**src/rtl/code_verifier.sv**
```systemverilog
// ---------------------------------------------------------------------------
// code_verifier
//
// Holds a one-time 4-digit BCD code captured from the random generator,
// collects keypad digits, compares them on enter and reports unlock, error
// and lockout status. Consecutive mismatches up to MAX_FAIL force a timed
// lockout; a successful match opens the safe for a fixed time and burns
// the code.
//
// Ports
//   clk, rst_n        system clock, asynchronous active-low reset
//   gen_req           pulse: capture {d1,d2,d3,d4} as the new code
//   d1..d4            code digits, d1 = thousands
//   key_valid         pulse: key_digit carries a keypad digit
//   key_digit         keypad digit (values above 9 are ignored)
//   key_clear         pulse: discard the current entry
//   key_enter         pulse: submit the current entry
//   unlock            high while the safe is open
//   locked            high during lockout
//   err_pulse         one-cycle pulse per mismatch
//   armed             a code is held and entry is allowed
//   entry_cnt         number of digits entered (0..4)
//   entry_digits      entered digits, first digit in [15:12], unused nibbles 0
//   fail_cnt          consecutive mismatch count
//   state_dbg         current state encoding
// ---------------------------------------------------------------------------
module code_verifier #(
    parameter int unsigned MAX_FAIL    = 3,
    parameter int unsigned OPEN_CYCLES = 50_000_000,
    parameter int unsigned LOCK_CYCLES = 250_000_000
) (
    input  logic        clk,
    input  logic        rst_n,
    input  logic        gen_req,
    input  logic [3:0]  d1,
    input  logic [3:0]  d2,
    input  logic [3:0]  d3,
    input  logic [3:0]  d4,
    input  logic        key_valid,
    input  logic [3:0]  key_digit,
    input  logic        key_clear,
    input  logic        key_enter,
    output logic        unlock,
    output logic        locked,
    output logic        err_pulse,
    output logic        armed,
    output logic [2:0]  entry_cnt,
    output logic [15:0] entry_digits,
    output logic [3:0]  fail_cnt,
    output logic [2:0]  state_dbg
);

    typedef enum logic [2:0] {
        ST_IDLE    = 3'd0,
        ST_ARMED   = 3'd1,
        ST_ENTRY   = 3'd2,
        ST_CHECK   = 3'd3,
        ST_OPEN    = 3'd4,
        ST_LOCKOUT = 3'd5
    } state_e;

    // The dwell counter counts down to zero inclusive, so load N-1 for N cycles.
    localparam logic [31:0] OPEN_LOAD  = 32'(OPEN_CYCLES - 1);
    localparam logic [31:0] LOCK_LOAD  = 32'(LOCK_CYCLES - 1);
    localparam logic [3:0]  MAX_FAIL_V = 4'(MAX_FAIL);

    // A keypad value is a usable digit only in the BCD range.
    function automatic logic digit_ok(input logic [3:0] dig);
        return (dig <= 4'd9);
    endfunction

    // Write a digit into the nibble selected by the current entry count,
    // filling from the most significant nibble downward.
    function automatic logic [15:0] place_digit(input logic [15:0] entry,
                                                input logic [2:0]  pos,
                                                input logic [3:0]  dig);
        logic [15:0] res;
        res = entry;
        case (pos)
            3'd0:    res[15:12] = dig;
            3'd1:    res[11:8]  = dig;
            3'd2:    res[7:4]   = dig;
            3'd3:    res[3:0]   = dig;
            default: res        = entry;
        endcase
        return res;
    endfunction

    state_e      state_q,  state_d;
    logic [15:0] code_q,   code_d;
    logic [15:0] entry_q,  entry_d;
    logic [2:0]  cnt_q,    cnt_d;
    logic [3:0]  fail_q,   fail_d;
    logic [31:0] dwell_q,  dwell_d;
    logic        unlock_q, unlock_d;
    logic        locked_q, locked_d;
    logic        err_q,    err_d;
    logic        armed_q,  armed_d;

    logic        clr_ev_s;
    logic        ent_ev_s;
    logic        dig_ev_s;
    logic [3:0]  fail_inc_s;
    logic        match_s;

    // Resolve same-cycle keypad events: clear beats enter beats digit.
    always_comb begin
        clr_ev_s   = key_clear;
        ent_ev_s   = key_enter & ~key_clear;
        dig_ev_s   = key_valid & ~key_clear & ~key_enter & digit_ok(key_digit);
        fail_inc_s = fail_q + 4'd1;
        match_s    = (cnt_q == 3'd4) && (entry_q == code_q);
    end

    // Next-state and next-output computation for the verifier FSM.
    always_comb begin
        state_d = state_q;
        code_d  = code_q;
        entry_d = entry_q;
        cnt_d   = cnt_q;
        fail_d  = fail_q;
        dwell_d = dwell_q;
        err_d   = 1'b0;

        case (state_q)
            ST_IDLE: begin
                if (gen_req) begin
                    code_d  = {d1, d2, d3, d4};
                    state_d = ST_ARMED;
                end else begin
                    state_d = ST_IDLE;
                end
            end

            ST_ARMED: begin
                if (gen_req) begin
                    code_d = {d1, d2, d3, d4};
                end else begin
                    code_d = code_q;
                end
                if (clr_ev_s) begin
                    entry_d = 16'd0;
                    cnt_d   = 3'd0;
                end else if (ent_ev_s) begin
                    // Submitting an empty entry is judged (and fails) in CHECK.
                    state_d = ST_CHECK;
                end else if (dig_ev_s) begin
                    entry_d = {key_digit, 12'd0};
                    cnt_d   = 3'd1;
                    state_d = ST_ENTRY;
                end else begin
                    state_d = ST_ARMED;
                end
            end

            ST_ENTRY: begin
                if (clr_ev_s) begin
                    entry_d = 16'd0;
                    cnt_d   = 3'd0;
                    state_d = ST_ARMED;
                end else if (ent_ev_s) begin
                    state_d = ST_CHECK;
                end else if (dig_ev_s && (cnt_q < 3'd4)) begin
                    entry_d = place_digit(entry_q, cnt_q, key_digit);
                    cnt_d   = cnt_q + 3'd1;
                end else begin
                    state_d = ST_ENTRY;
                end
            end

            ST_CHECK: begin
                entry_d = 16'd0;
                cnt_d   = 3'd0;
                if (match_s) begin
                    fail_d  = 4'd0;
                    code_d  = 16'd0;
                    dwell_d = OPEN_LOAD;
                    state_d = ST_OPEN;
                end else begin
                    err_d  = 1'b1;
                    fail_d = fail_inc_s;
                    if (fail_inc_s == MAX_FAIL_V) begin
                        dwell_d = LOCK_LOAD;
                        state_d = ST_LOCKOUT;
                    end else begin
                        state_d = ST_ARMED;
                    end
                end
            end

            ST_OPEN: begin
                if (dwell_q == 32'd0) begin
                    state_d = ST_IDLE;
                end else begin
                    dwell_d = dwell_q - 32'd1;
                end
            end

            ST_LOCKOUT: begin
                if (dwell_q == 32'd0) begin
                    fail_d  = 4'd0;
                    code_d  = 16'd0;
                    state_d = ST_IDLE;
                end else begin
                    dwell_d = dwell_q - 32'd1;
                end
            end

            default: begin
                state_d = ST_IDLE;
                code_d  = 16'd0;
                entry_d = 16'd0;
                cnt_d   = 3'd0;
                fail_d  = 4'd0;
                dwell_d = 32'd0;
            end
        endcase

        // Status flags follow the state being entered so they are registered.
        unlock_d = (state_d == ST_OPEN);
        locked_d = (state_d == ST_LOCKOUT);
        armed_d  = (state_d == ST_ARMED) || (state_d == ST_ENTRY);
    end

    // State and output registers with asynchronous reset.
    always_ff @(posedge clk or negedge rst_n) begin
        if (!rst_n) begin
            state_q  <= ST_IDLE;
            code_q   <= 16'd0;
            entry_q  <= 16'd0;
            cnt_q    <= 3'd0;
            fail_q   <= 4'd0;
            dwell_q  <= 32'd0;
            unlock_q <= 1'b0;
            locked_q <= 1'b0;
            err_q    <= 1'b0;
            armed_q  <= 1'b0;
        end else begin
            state_q  <= state_d;
            code_q   <= code_d;
            entry_q  <= entry_d;
            cnt_q    <= cnt_d;
            fail_q   <= fail_d;
            dwell_q  <= dwell_d;
            unlock_q <= unlock_d;
            locked_q <= locked_d;
            err_q    <= err_d;
            armed_q  <= armed_d;
        end
    end

    assign unlock       = unlock_q;
    assign locked       = locked_q;
    assign err_pulse    = err_q;
    assign armed        = armed_q;
    assign entry_cnt    = cnt_q;
    assign entry_digits = entry_q;
    assign fail_cnt     = fail_q;
    assign state_dbg    = state_q;

endmodule

```
**config.mk**
```make
export PLATFORM = sky130hd
export DESIGN_NAME = code_verifier
export DESIGN_NICKNAME = d
export VERILOG_FILES = /design/src/rtl/code_verifier.sv
export SDC_FILE = /design/constraint.sdc
export NUM_CORES = 1
export LEC_CHECK = 0
export ABC_AREA = 1
export CAP_MARGIN = 20
export CORE_MARGIN = 2
export CORE_UTILIZATION = 57
export DETAILED_ROUTE_END_ITERATION = 7
export PLACE_DENSITY = 0.81
export SLEW_MARGIN = 30
export SYNTH_ARGS = -nofsm -noshare
export SYNTH_HDL_FRONTEND = slang
export SYNTH_SLANG_ARGS = --single-unit
export TNS_END_PERCENT = 50
```
**constraint.sdc**
```tcl
create_clock -name clk -period 2 [get_ports clk]
set_input_delay 0.2 -clock clk [delete_from_list [all_inputs] [get_ports clk]]
set_output_delay 0.2 -clock clk [all_outputs]
set_load 0.1 [all_outputs]
```
==> summary.txt, run 1 <==
Critical path
  • Critical path cell sequence: nor2_1 -> nand2_1 -> nor3_1 -> nand3_2 -> nand3_4 -> clkbuf_16 -> nand2_1 -> nand2_1
  • Worst EP required: 2.32 ns
  • Worst path top cell family by delay: simple AND/OR/NAND/NOR gates
  • Critical path's slowest cell: dfrtp_1
  • CP Launch Type: flop
  • Critical path class: reg -> reg
  • CP max stage delay: 0.47 ns
  • Most used cell, CP: nand2_1
  • Crit path buffers/inverters: 1
  • Endpoint type of the worst setup path: flop
  • Crit Path Max Fanout: 8
  • Worst EP arrival: 2.32 ns

Min path
  • Worst hold path class: in -> async

Finish
  • Share of cells above drive strength 1: between 20% and 30%
  • Most frequent cells in the layout: 235 x nand2_1, 90 x nor2_1, 66 x inv_1, 56 x buf_4, 53 x dfrtp_1
  • Area Overhead vs Synth: 25.0%
  • Fin nets: 839
  • Ant diodes: 0
  • Post-route core utilization: slightly above 70%
  • Commonest non-fill, non-tap cell in the layout: nand2_1
  • Final Cell Area: 6280 sq um

Logic synthesis
  • Post-synth cell types: 32
  • Yosys reg bits: 78
  • Syn Std Cell Area: 5030 sq um
  • EDFF count, synth: 0
  • Synth warn: 0
  • Seq/Total Area, Yosys: 38.8%
  • Top_reg_cell synth: dfrtp_1
  • Mapped Nets: 759
  • Post-synthesis instance total: between 700 and 800
  • Syn Area/Cell: just under 7 sq um
  • Asr flop ratio synth: 100%

Timing
  • Hold_ws: 0.351 ns
  • Sum Neg Setup Slack: -0.00108 ns
  • Rel. slew slack: 59.4%
  • PnR worst setup slack: -0.00108 ns
  • Clock Skew: 0.0108 ns
  • Worst Max-Slew Pin Slew: approximately 0.61 ns
  • Max frequency: 500 MHz
  • Final hold vios: 0
  • Final Max Slew Viols: 0
  • Tmin final: 2.00 ns
  • Fin crit share: 100%
  • RSZ-0062 raised after global routing: true
  • Setup violators final: 1

Run
  • Maxcap violations: 0

Place
  • Final HPWL DP: 10.3 mm
  • PortBufs: 55
  • Gpl congestion: 0.944
  • Post-place instance area: approximately 5800 sq um

Status
  • Outcome: finished with violations
  • Violated checks: setup timing

Floorplanning
  • Starting Density: just under 60%
  • Die height: 97.9 microns
  • DIE AREA: 9590 sq um
  • Top Ports: 56
  • Core ar.: around 8600 sq um
  • Row count: 34
  • Die Span X: ~98 microns

Global route
  • Global-route wire length before repair: 22.5 mm
  • Initial antenna violation count: 0
  • Vias in the first global route: 4803
  • GR Util All Layers: 29.0%
  • Pin count of the biggest net entering global routing: 49
  • Grt ovf: 0

Clock network
  • CTS Buf Count: 9
  • Clk_lat worst skew: 0.37 ns
  • Max Root-Sink Buffers: 2
  • Worst-path clk slew: 0.09 ns
  • CTS H-Tree Depth: 3
  • Clk sink count: 78
  • Root Buffer Master: clkbuf_8
  • CTS tree: done

Drt
  • Vias per inst: approximately 5.6
  • Initial DRC Count: about 360
  • WL final: 14.4 mm
  • DR DRC count: 0
  • Wire per inst: 15.7 microns
  • ANT nets after route: 0
  • Drt first pass iters: 5
  • Vias: 5114

Power and ir drop
  • P_leak: 0.00322 uW
  • Total power: 11800 uW
  • Power Dens Cells: 1880 nW/um^2
  • Maximum vdd ir drop: 1250 uV
-- cell type report --
class	count	area (sq um)
multi-input cells	550	2810
clock buffers	10	128
clock inverters	6	92.6
well taps	108	135
inverters	75	288
flip-flops and latches	78	1990
fillers	643	2350
repair buffers	90	840
-- cell usage after synthesis, types with 7 or more instances --
cell        n  area share (%)
nor2_1     92             6.9
nand4_1    42             5.2
a21oi_1    10             1.0
nand2_1   263              20
o21ai_1    12             1.2
ha_1        9             2.2
o21bai_1    9             1.3
o21ai_2    17             3.0
clkbuf_1    7            0.52
nand3_1    31             3.1
inv_1      69             5.2
o21ai_0    27             2.7
dfrtp_1    78              39
-- path summary, 6_finish.rpt --
check	startpoint	end	slack, ns	cells after the start
min in group clk	d4[1]	code_q[1]	0.39	3
min	rst_n	err_pulse	0.35	2
max reg2reg	dwell_q[24]	dwell_q[12]	-0.001	8
max in group asynchronous	rst_n	dwell_q[15]	0.93	3
max	dwell_q[24]	dwell_q[12]	-0.001	8
min reg2reg	code_q[15]	code_q[15]	0.50	2
-- worst reg2reg max path, stage by stage, from the launching register on --
cell	delay, ns
dfrtp_1	0.47
nor2_1	0.22
nand2_1	0.10
nor3_1	0.39
nand3_2	0.21
nand3_4	0.23
clkbuf_16	0.21
nand2_1	0.06
nand2_1	0.07
-- flip-flops by register name, summed over array words and instances (netlist names) --
name / flops
dwell_q: 32
entry_digits: 16
code_q: 16
state_dbg: 3
fail_cnt: 4
entry_cnt: 3
locked: 1
unlock: 1
armed: 1
err_pulse: 1
-- metal layers --
metal,GRT usage (%),share of wire [%],vias up
li1,-,-,2479
met1,36.4,40,2386
met2,50.1,51,208
met3,4.44,6.1,41
met4,11.6,3.1,0
met5,0,0,-
-- where the power goes --
| part | internal (uW) | leakage, uW | switching, uW | total, uW |
|---|---|---|---|---|
| logic | 2500 | 0.00211 | 5390 | 7890 |
| clock network | 712 | 0.000104 | 654 | 1370 |
| registers | 2070 | 0.00101 | 513 | 2580 |
-- through the flow --
stage	worst slack, ns	std cells
finish	-0.00108	917
global route	-0.0308	917
CTS	0.00144	911
detailed placement	-0.0291	894
global placement	0.0743	894
floorplan	0.00953	724
-- cell families after synthesis --
group                    synth area share (%)
buffers and inverters                    8.36
AO/OA/AOI/OAI                            10.4
XOR/XNOR                                 1.57
flip-flops                               38.8
adder cells (fa/ha/maj)                  2.24
AND/OR/NAND/NOR                          38.6
-- what timing repair did --
action / 4_1_cts / 5_1_grt
pin swaps: 0 / 12
hold buffers: 1 / 0
buffers inserted: 0 / 3
endpoints found under the hold margin: 46 / 0
endpoints found under the setup margin: 1 / 51
resized for setup: 2 / 54
gates cloned: 0 / 3
Note: power is estimated with default switching activity, not from simulation.
==> inputs of run 2 (changes only) <==
--- a/config.mk
+++ b/config.mk
@@ -7,7 +7,8 @@
 export LEC_CHECK = 0
 export ABC_AREA = 1
 export CAP_MARGIN = 20
-export CORE_MARGIN = 2
+export CORE_ASPECT_RATIO = 0.9
+export CORE_MARGIN = 8
 export CORE_UTILIZATION = 57
 export DETAILED_ROUTE_END_ITERATION = 7
 export PLACE_DENSITY = 0.81
==> summary.txt, run 2 (synthesis gave the netlist of run 1 again) <==
Place
  • Gpl congestion: 0.931 (was 0.944)
  • PortBufs: 55 (unchanged)
  • Final HPWL DP: 10.9 mm (was 10.3 mm)
  • Dpl cells: 912 (was 894)
  • Post-place instance area: 5850 sq um (was 5760 sq um)

Finish
  • Most frequent cells in the layout: 262 x nand2_1, 87 x nor2_1, 66 x inv_1, 63 x buf_4, 53 x dfrtp_1 (was 235 x nand2_1, 90 x nor2_1, 66 x inv_1, 56 x buf_4, 53 x dfrtp_1)
  • Area Overhead vs Synth: 24.1% (was 25.0%)
  • Max reg flops: 32 (unchanged)
  • Fill cell count: 752 (was 643)
  • Footprint of the multi-input gates: 2710 sq um (was 2810 sq um)
  • Fin cells: 933 (was 917)
  • Share of cells above drive strength 1: 20.4% (was 23.1%)
  • Final Cell Area: 6240 sq um (was 6280 sq um)
  • Most flop-heavy register: dwell_q (unchanged)
  • Register area: 1990 sq um (unchanged)
  • Commonest non-fill, non-tap cell in the layout: nand2_1 (unchanged)
  • Post-route core utilization: 72.8% (was 72.7%)
  • Fin nets: 844 (was 839)
  • Ant diodes: 0 (unchanged)

Timing
  • Clock Skew: 0.0112 ns (was 0.0108 ns)
  • Final Max Slew Viols: 0 (unchanged)
  • Fin crit share: 95.4% (was 100%)
  • Rel. slew slack: 47.7% (was 59.4%)
  • Worst Max-Slew Pin Slew: 0.784 ns (was 0.610 ns)
  • Tmin final: 1.91 ns (was 2.00 ns)
  • Max frequency: 524 MHz (was 500 MHz)
  • Setup violators final: 0 (was 1)
  • Hold_ws: 0.401 ns (was 0.351 ns)
  • Final hold vios: 0 (unchanged)

Critical path
  • Critical path class: reg -> reg (unchanged)
  • Endpoint type of the worst setup path: flop (unchanged)
  • CP Launch Type: flop (unchanged)
  • Worst EP arrival: 2.16 ns (was 2.32 ns)
  • Worst EP required: 2.25 ns (was 2.32 ns)
  • Crit Path Max Fanout: 32 (was 8)

Clock network
  • Clk_lat worst skew: 0.36 ns (was 0.37 ns)
  • Max Root-Sink Buffers: 2 (unchanged)
  • Worst-path clk slew: 0.08 ns (was 0.09 ns)
  • CTS H-Tree Depth: 3 (unchanged)
  • CTS Buf Count: 9 (unchanged)
  • CTS tree: done (unchanged)
  • Clk sink count: 78 (unchanged)
  • Root Buffer Master: clkbuf_8 (unchanged)

Min path
  • Worst hold path class: in -> reg (was in -> async)

Power and ir drop
  • P_leak: 0.00321 uW (was 0.00322 uW)
  • Maximum vdd ir drop: 864 uV (was 1250 uV)
  • Sw frac: 54.4% (was 55.4%)
  • Comb power frac: 66.0% (was 66.6%)
  • Total power: 11900 uW (was 11800 uW)
  • Clk pwr share: 12.5% (was 11.5%)
  • Internal power: 5410 uW (was 5280 uW)
  • Sw power: 6460 uW (was 6560 uW)
  • Register share of total power: 21.5% (was 21.8%)
  • Power Dens Cells: 1900 nW/um^2 (was 1880 nW/um^2)

Global route
  • GR Util All Layers: 25.0% (was 29.0%)
  • Grt ovf: 0 (unchanged)
  • Global-route wire length before repair: 24.2 mm (was 22.5 mm)
  • Initial antenna violation count: 0 (unchanged)
  • Pin count of the biggest net entering global routing: 64 (was 49)
  • Vias in the first global route: 4854 (was 4803)

Floorplanning
  • DIE AREA: 12100 sq um (was 9590 sq um)
  • Starting Density: 58.7% (was 58.2%)
  • Die height: 105 microns (was 97.9 microns)
  • Die Span X: 115 microns (was 97.9 microns)
  • Top Ports: 56 (unchanged)
  • Core ar.: 8570 sq um (was 8640 sq um)
  • Row count: 32 (was 34)

Drt
  • Drt first pass iters: 5 (unchanged)
  • Wire per inst: 16.3 microns (was 15.7 microns)
  • Vias per inst: 5.54 (was 5.58)
  • WL final: 15.2 mm (was 14.4 mm)
  • Initial DRC Count: 420 (was 363)
  • Vias: 5172 (was 5114)
  • ANT nets after route: 0 (unchanged)
  • DR DRC count: 0 (unchanged)

Run
  • Maxcap violations: 0 (unchanged)

Status
  • Outcome: finished clean (was finished with violations)
==> run 2: cell types whose count changed in the layout (fill, tap and decap cells not counted), moves of 2 or more <==
cell	change
nand2_2	-20
nor2_2	+3
buf_4	+7
inv_6	-2
clkinvlp_4	-3
nand2_1	+27
nand2_4	-7
nor2_1	-3
clkbuf_8	+2
==> run 2: area by class of cell <==
class / instances / area share, %
clock inverters: 3 / 1.44
repair buffers: 95 / 13.7
well taps: 119 / 2.39
flip-flops and latches: 78 / 31.9
inverters: 75 / 4.59
clock buffers: 13 / 2.55
multi-input cells: 550 / 43.4
==> run 2: routing by layer <==
layer / global-route usage (%) / vias up / routed length, microns
met4: 6.09 / 0 / 238
met2: 36.8 / 249 / 6620
met5: 0 / - / 0
met3: 4.55 / 27 / 1400
li1: - / 2481 / -
met1: 36.8 / 2415 / 6960
==> run 2: metrics by stage <==
step                      TNS, ns  setup WS (ns)
after CTS                       0         0.0200
after global routing      -0.0126       -0.00724
after global placement          0          0.105
after detailed placement        0         0.0444
after floorplan                 0        0.00953
final                           0         0.0914
==> run 2: path summary, 6_finish.rpt <==
kind | startpoint | to | slack [ns] | depth (start not counted)
max | dwell_q[15] | code_q[6] | 0.09 | 11
min | d3[3] | code_q[7] | 0.40 | 3
max reg2reg | dwell_q[15] | code_q[6] | 0.09 | 11
min reg2reg | code_q[0] | code_q[0] | 0.49 | 2
max in group asynchronous | rst_n | dwell_q[30] | 0.84 | 3
min in group asynchronous | rst_n | code_q[12] | 0.49 | 2
==> run 2: worst max-delay path: stages (launching register included) <==
cell and delay [ns]:
dfrtp_1 0.44, nor2_1 0.19, nand2_1 0.13, nor2_4 0.17, nand2_2 0.10, nor2_4 0.11, nand2_2 0.09, nand2_4 0.11
nand3_4 0.08, buf_12 0.18, nand2_1 0.10, o21ai_2 0.06
==> run 2: power by group through the flow <==
| stage | logic [uW] | registers [uW] | clock network (uW) |
|---|---|---|---|
| 2_1_floorplan | 4520 | 3380 | 0 |
| 3_3_place_gp | 7170 | 2540 | 0 |
| 3_5_place_dp | 7320 | 2560 | 0 |
| 4_1_cts | 7370 | 2530 | 1500 |
| 5_1_grt | 8520 | 2610 | 1550 |
| 6_report | 7830 | 2550 | 1490 |
==> run 2: timing repair <==
| item | 4_1_cts | 5_1_grt |
|---|---|---|
| resized for setup | 0 | 17 |
| setup buffers | 0 | 1 |
| endpoints found under the setup margin | 0 | 51 |
| hold endpoints to repair | 61 | 0 |
| hold buffers | 1 | 0 |
==> inputs of run 3 (changes only) <==
--- a/config.mk
+++ b/config.mk
@@ -7,11 +7,13 @@
 export LEC_CHECK = 0
 export ABC_AREA = 1
 export CAP_MARGIN = 20
-export CORE_ASPECT_RATIO = 0.9
+export CELL_PAD_IN_SITES_DETAIL_PLACEMENT = 0
+export CELL_PAD_IN_SITES_GLOBAL_PLACEMENT = 1
+export CORE_ASPECT_RATIO = 0.75
 export CORE_MARGIN = 8
-export CORE_UTILIZATION = 57
+export CORE_UTILIZATION = 41
 export DETAILED_ROUTE_END_ITERATION = 7
-export PLACE_DENSITY = 0.81
+export PLACE_DENSITY_LB_ADDON = 0.1
 export SLEW_MARGIN = 30
 export SYNTH_ARGS = -nofsm -noshare
 export SYNTH_HDL_FRONTEND = slang
==> summary.txt, run 3 (synthesis gave the netlist of run 1 again) <==
Status
  • Outcome: finished clean (unchanged)

Global route
  • Grt peak-use layer: met1 (unchanged)
  • Initial antenna violation count: 0 (unchanged)
  • Vias in the first global route: 4730 (was 4854)
  • Met3 Usage GRT: 3.76% (was 4.55%)
  • Pin count of the biggest net entering global routing: 37 (was 64)
  • Met1 Use GR: 30.6% (was 36.8%)
  • Global-route wire length before repair: 25.2 mm (was 24.2 mm)
  • Grt ovf: 0 (unchanged)
  • Met2 usage: 27.1% (was 36.8%)
  • GR Util All Layers: 19.7% (was 25.0%)

Place
  • Post-place instance area: 5920 sq um (was 5850 sq um)
  • Dpl cells: 961 (was 912)
  • PortBufs: 55 (unchanged)
  • Final HPWL DP: 11.6 mm (was 10.9 mm)
  • Gpl congestion: 0.948 (was 0.931)

Critical path
  • Critical path cell sequence: inv_4 -> ha_4 -> nand2_2 -> nor2_1 -> nand3_1 -> nor2_2 -> nand3_2 -> nand3_4 -> nand3_4 -> clkbuf_16 -> nand2_1 -> nand2_1 (was nor2_1 -> nand2_1 -> nor2_4 -> nand2_2 -> nor2_4 -> nand2_2 -> nand2_4 -> nand3_4 -> buf_12 -> nand2_1 -> o21ai_2)
  • Endpoint type of the worst setup path: flop (unchanged)
  • CP max stage delay: 0.48 ns (was 0.44 ns)
  • Reg-to-Reg End: dwell_q[25] (was code_q[6])
  • Worst path top cell family by delay: simple AND/OR/NAND/NOR gates (unchanged)
  • FF-to-FF path depth: 12 (was 11)
  • Reg-to-reg setup timing slack: 0.06 ns (was 0.09 ns)
  • Worst EP required: 2.22 ns (was 2.25 ns)
  • Worst reg2reg path startpoint: entry_cnt[1] (was dwell_q[15])
  • CP Launch Type: flop (unchanged)
  • Worst EP arrival: 2.16 ns (about the same)
  • Crit Path Max Fanout: 8 (was 32)
  • Critical path's slowest cell: dfrtp_4 (was dfrtp_1)
  • Crit path buffers/inverters: 2 (was 1)
  • Critical path class: reg -> reg (unchanged)

Clock network
  • CTS H-Tree Depth: 3 (unchanged)
  • CTS tree: done (unchanged)
  • Worst-path clk slew: 0.06 ns (was 0.08 ns)
  • Root Buffer Master: clkbuf_16 (was clkbuf_8)
  • CTS Buf Count: 9 (unchanged)
  • Clk sink count: 78 (unchanged)
  • Clk_lat worst skew: 0.34 ns (was 0.36 ns)
  • Max Root-Sink Buffers: 2 (unchanged)

Floorplanning
  • Die height: 112 microns (was 105 microns)
  • Starting Density: 41.4% (was 58.7%)
  • DIE AREA: 16100 sq um (was 12100 sq um)
  • Core ar.: 12100 sq um (was 8570 sq um)
  • Row count: 35 (was 32)
  • Top Ports: 56 (unchanged)
  • Die Span X: 144 microns (was 115 microns)

Timing
  • Fin crit share: 96.9% (was 95.4%)
  • Sum Neg Setup Slack: 0 ns (unchanged)
  • Tmin final: 1.94 ns (was 1.91 ns)
  • Max frequency: 516 MHz (was 524 MHz)
  • Clock Skew: 0.00820 ns (was 0.0112 ns)
  • Rel. slew slack: 67.5% (was 47.7%)
  • Setup violators final: 0 (unchanged)
  • RSZ-0062 raised after global routing: true
  • Worst Max-Slew Pin Slew: 0.488 ns (was 0.784 ns)
  • Final hold vios: 0 (unchanged)
  • Final Max Slew Viols: 0 (unchanged)

Finish
  • Fin cells: 982 (was 933)
  • Most flop-heavy register: dwell_q (unchanged)
  • Final Cell Area: 6380 sq um (was 6240 sq um)
  • Commonest non-fill, non-tap cell in the layout: nand2_1 (unchanged)
  • Post-route core utilization: 52.6% (was 72.8%)
  • Ant diodes: 0 (unchanged)
  • Share of cells above drive strength 1: 21.9% (was 20.4%)
  • Area Overhead vs Synth: 26.9% (was 24.1%)
  • Max reg flops: 32 (unchanged)
  • Fin nets: 846 (was 844)
  • Most frequent cells in the layout: 254 x nand2_1, 86 x nor2_1, 67 x inv_1, 65 x buf_4, 53 x dfrtp_1 (was 262 x nand2_1, 87 x nor2_1, 66 x inv_1, 63 x buf_4, 53 x dfrtp_1)

Drt
  • WL final: 15.9 mm (was 15.2 mm)
  • Initial DRC Count: 341 (was 420)
  • Wire per inst: 16.2 microns (was 16.3 microns)
  • Vias: 5048 (was 5172)
  • DR DRC count: 0 (unchanged)
  • ANT nets after route: 0 (unchanged)
  • Drt first pass iters: 5 (unchanged)
  • Vias per inst: 5.14 (was 5.54)

Run
  • Maxcap violations: 0 (unchanged)

Power and ir drop
  • Maximum vdd ir drop: 1010 uV (was 864 uV)
  • P_leak: 0.00325 uW (was 0.00321 uW)
  • Total power: 12200 uW (was 11900 uW)
  • Power Dens Cells: 1920 nW/um^2 (was 1900 nW/um^2)

Min path
  • Worst hold path class: in -> async (was in -> reg)
## run 3: how the worst max path moves through the flow
stage                       startpoint          end  slack [ns]  cells after the start
after global placement    entry_cnt[1]       unlock        0.06                     11
after global routing      entry_cnt[1]  dwell_q[25]       -0.04                     12
final                     entry_cnt[1]  dwell_q[25]        0.06                     12
after CTS                 entry_cnt[1]       unlock       0.007                     11
after detailed placement  entry_cnt[1]       unlock       -0.05                     11
after floorplan           entry_cnt[1]  dwell_q[20]        0.01                     12
## run 3: where the power goes
part	total (uW)	internal [uW]	leakage, uW	switching (uW)
clock network	1570	906	0.000142	665
logic	8100	2570	0.00210	5530
registers	2580	2080	0.00101	502
total	12200	5550	0.00325	6700
## run 3: layer usage
layer | vias to the layer above | wire length [microns]
met4 | 0 | 113
met5 | - | 0
li1 | 2505 | -
met2 | 149 | 6470
met3 | 10 | 1040
met1 | 2384 | 8320
## run 3: timing repair
action | CTS | global route
buffers inserted | 0 | 1
gates resized for setup | 3 | 24
setup endpoints to repair | 2 | 55
hold buffers | 1 | 0
pin swaps | 0 | 6
hold endpoints to repair | 33 | 0
cloned | 0 | 3
## run 3: worst register-to-register path: cells and delay by family (launching register included)
kind | cells | cell delay [ns]
flip-flops | 1 | 0.48
AND/OR/NAND/NOR | 9 | 0.90
buffers and inverters | 2 | 0.30
adder cells (fa/ha/maj) | 1 | 0.14
## run 3: layout make-up
type	count	area, sq um
multi-input combinational	550	2740
fill	1211	5750
clock inverter	5	31.3
timing repair buffer	97	871
inverter	75	287
tap	166	208
sequential	78	1990
clock buffer	11	253
## run 3: through the flow
step / hold WS [ns] / setup WS, ns
6_report: 0.364 / 0.0627
5_1_grt: 0.396 / -0.0363
4_1_cts: 0.368 / 0.00738
3_5_place_dp: 0.194 / -0.0487
3_3_place_gp: 0.187 / 0.0589
2_1_floorplan: -0.0956 / 0.00953
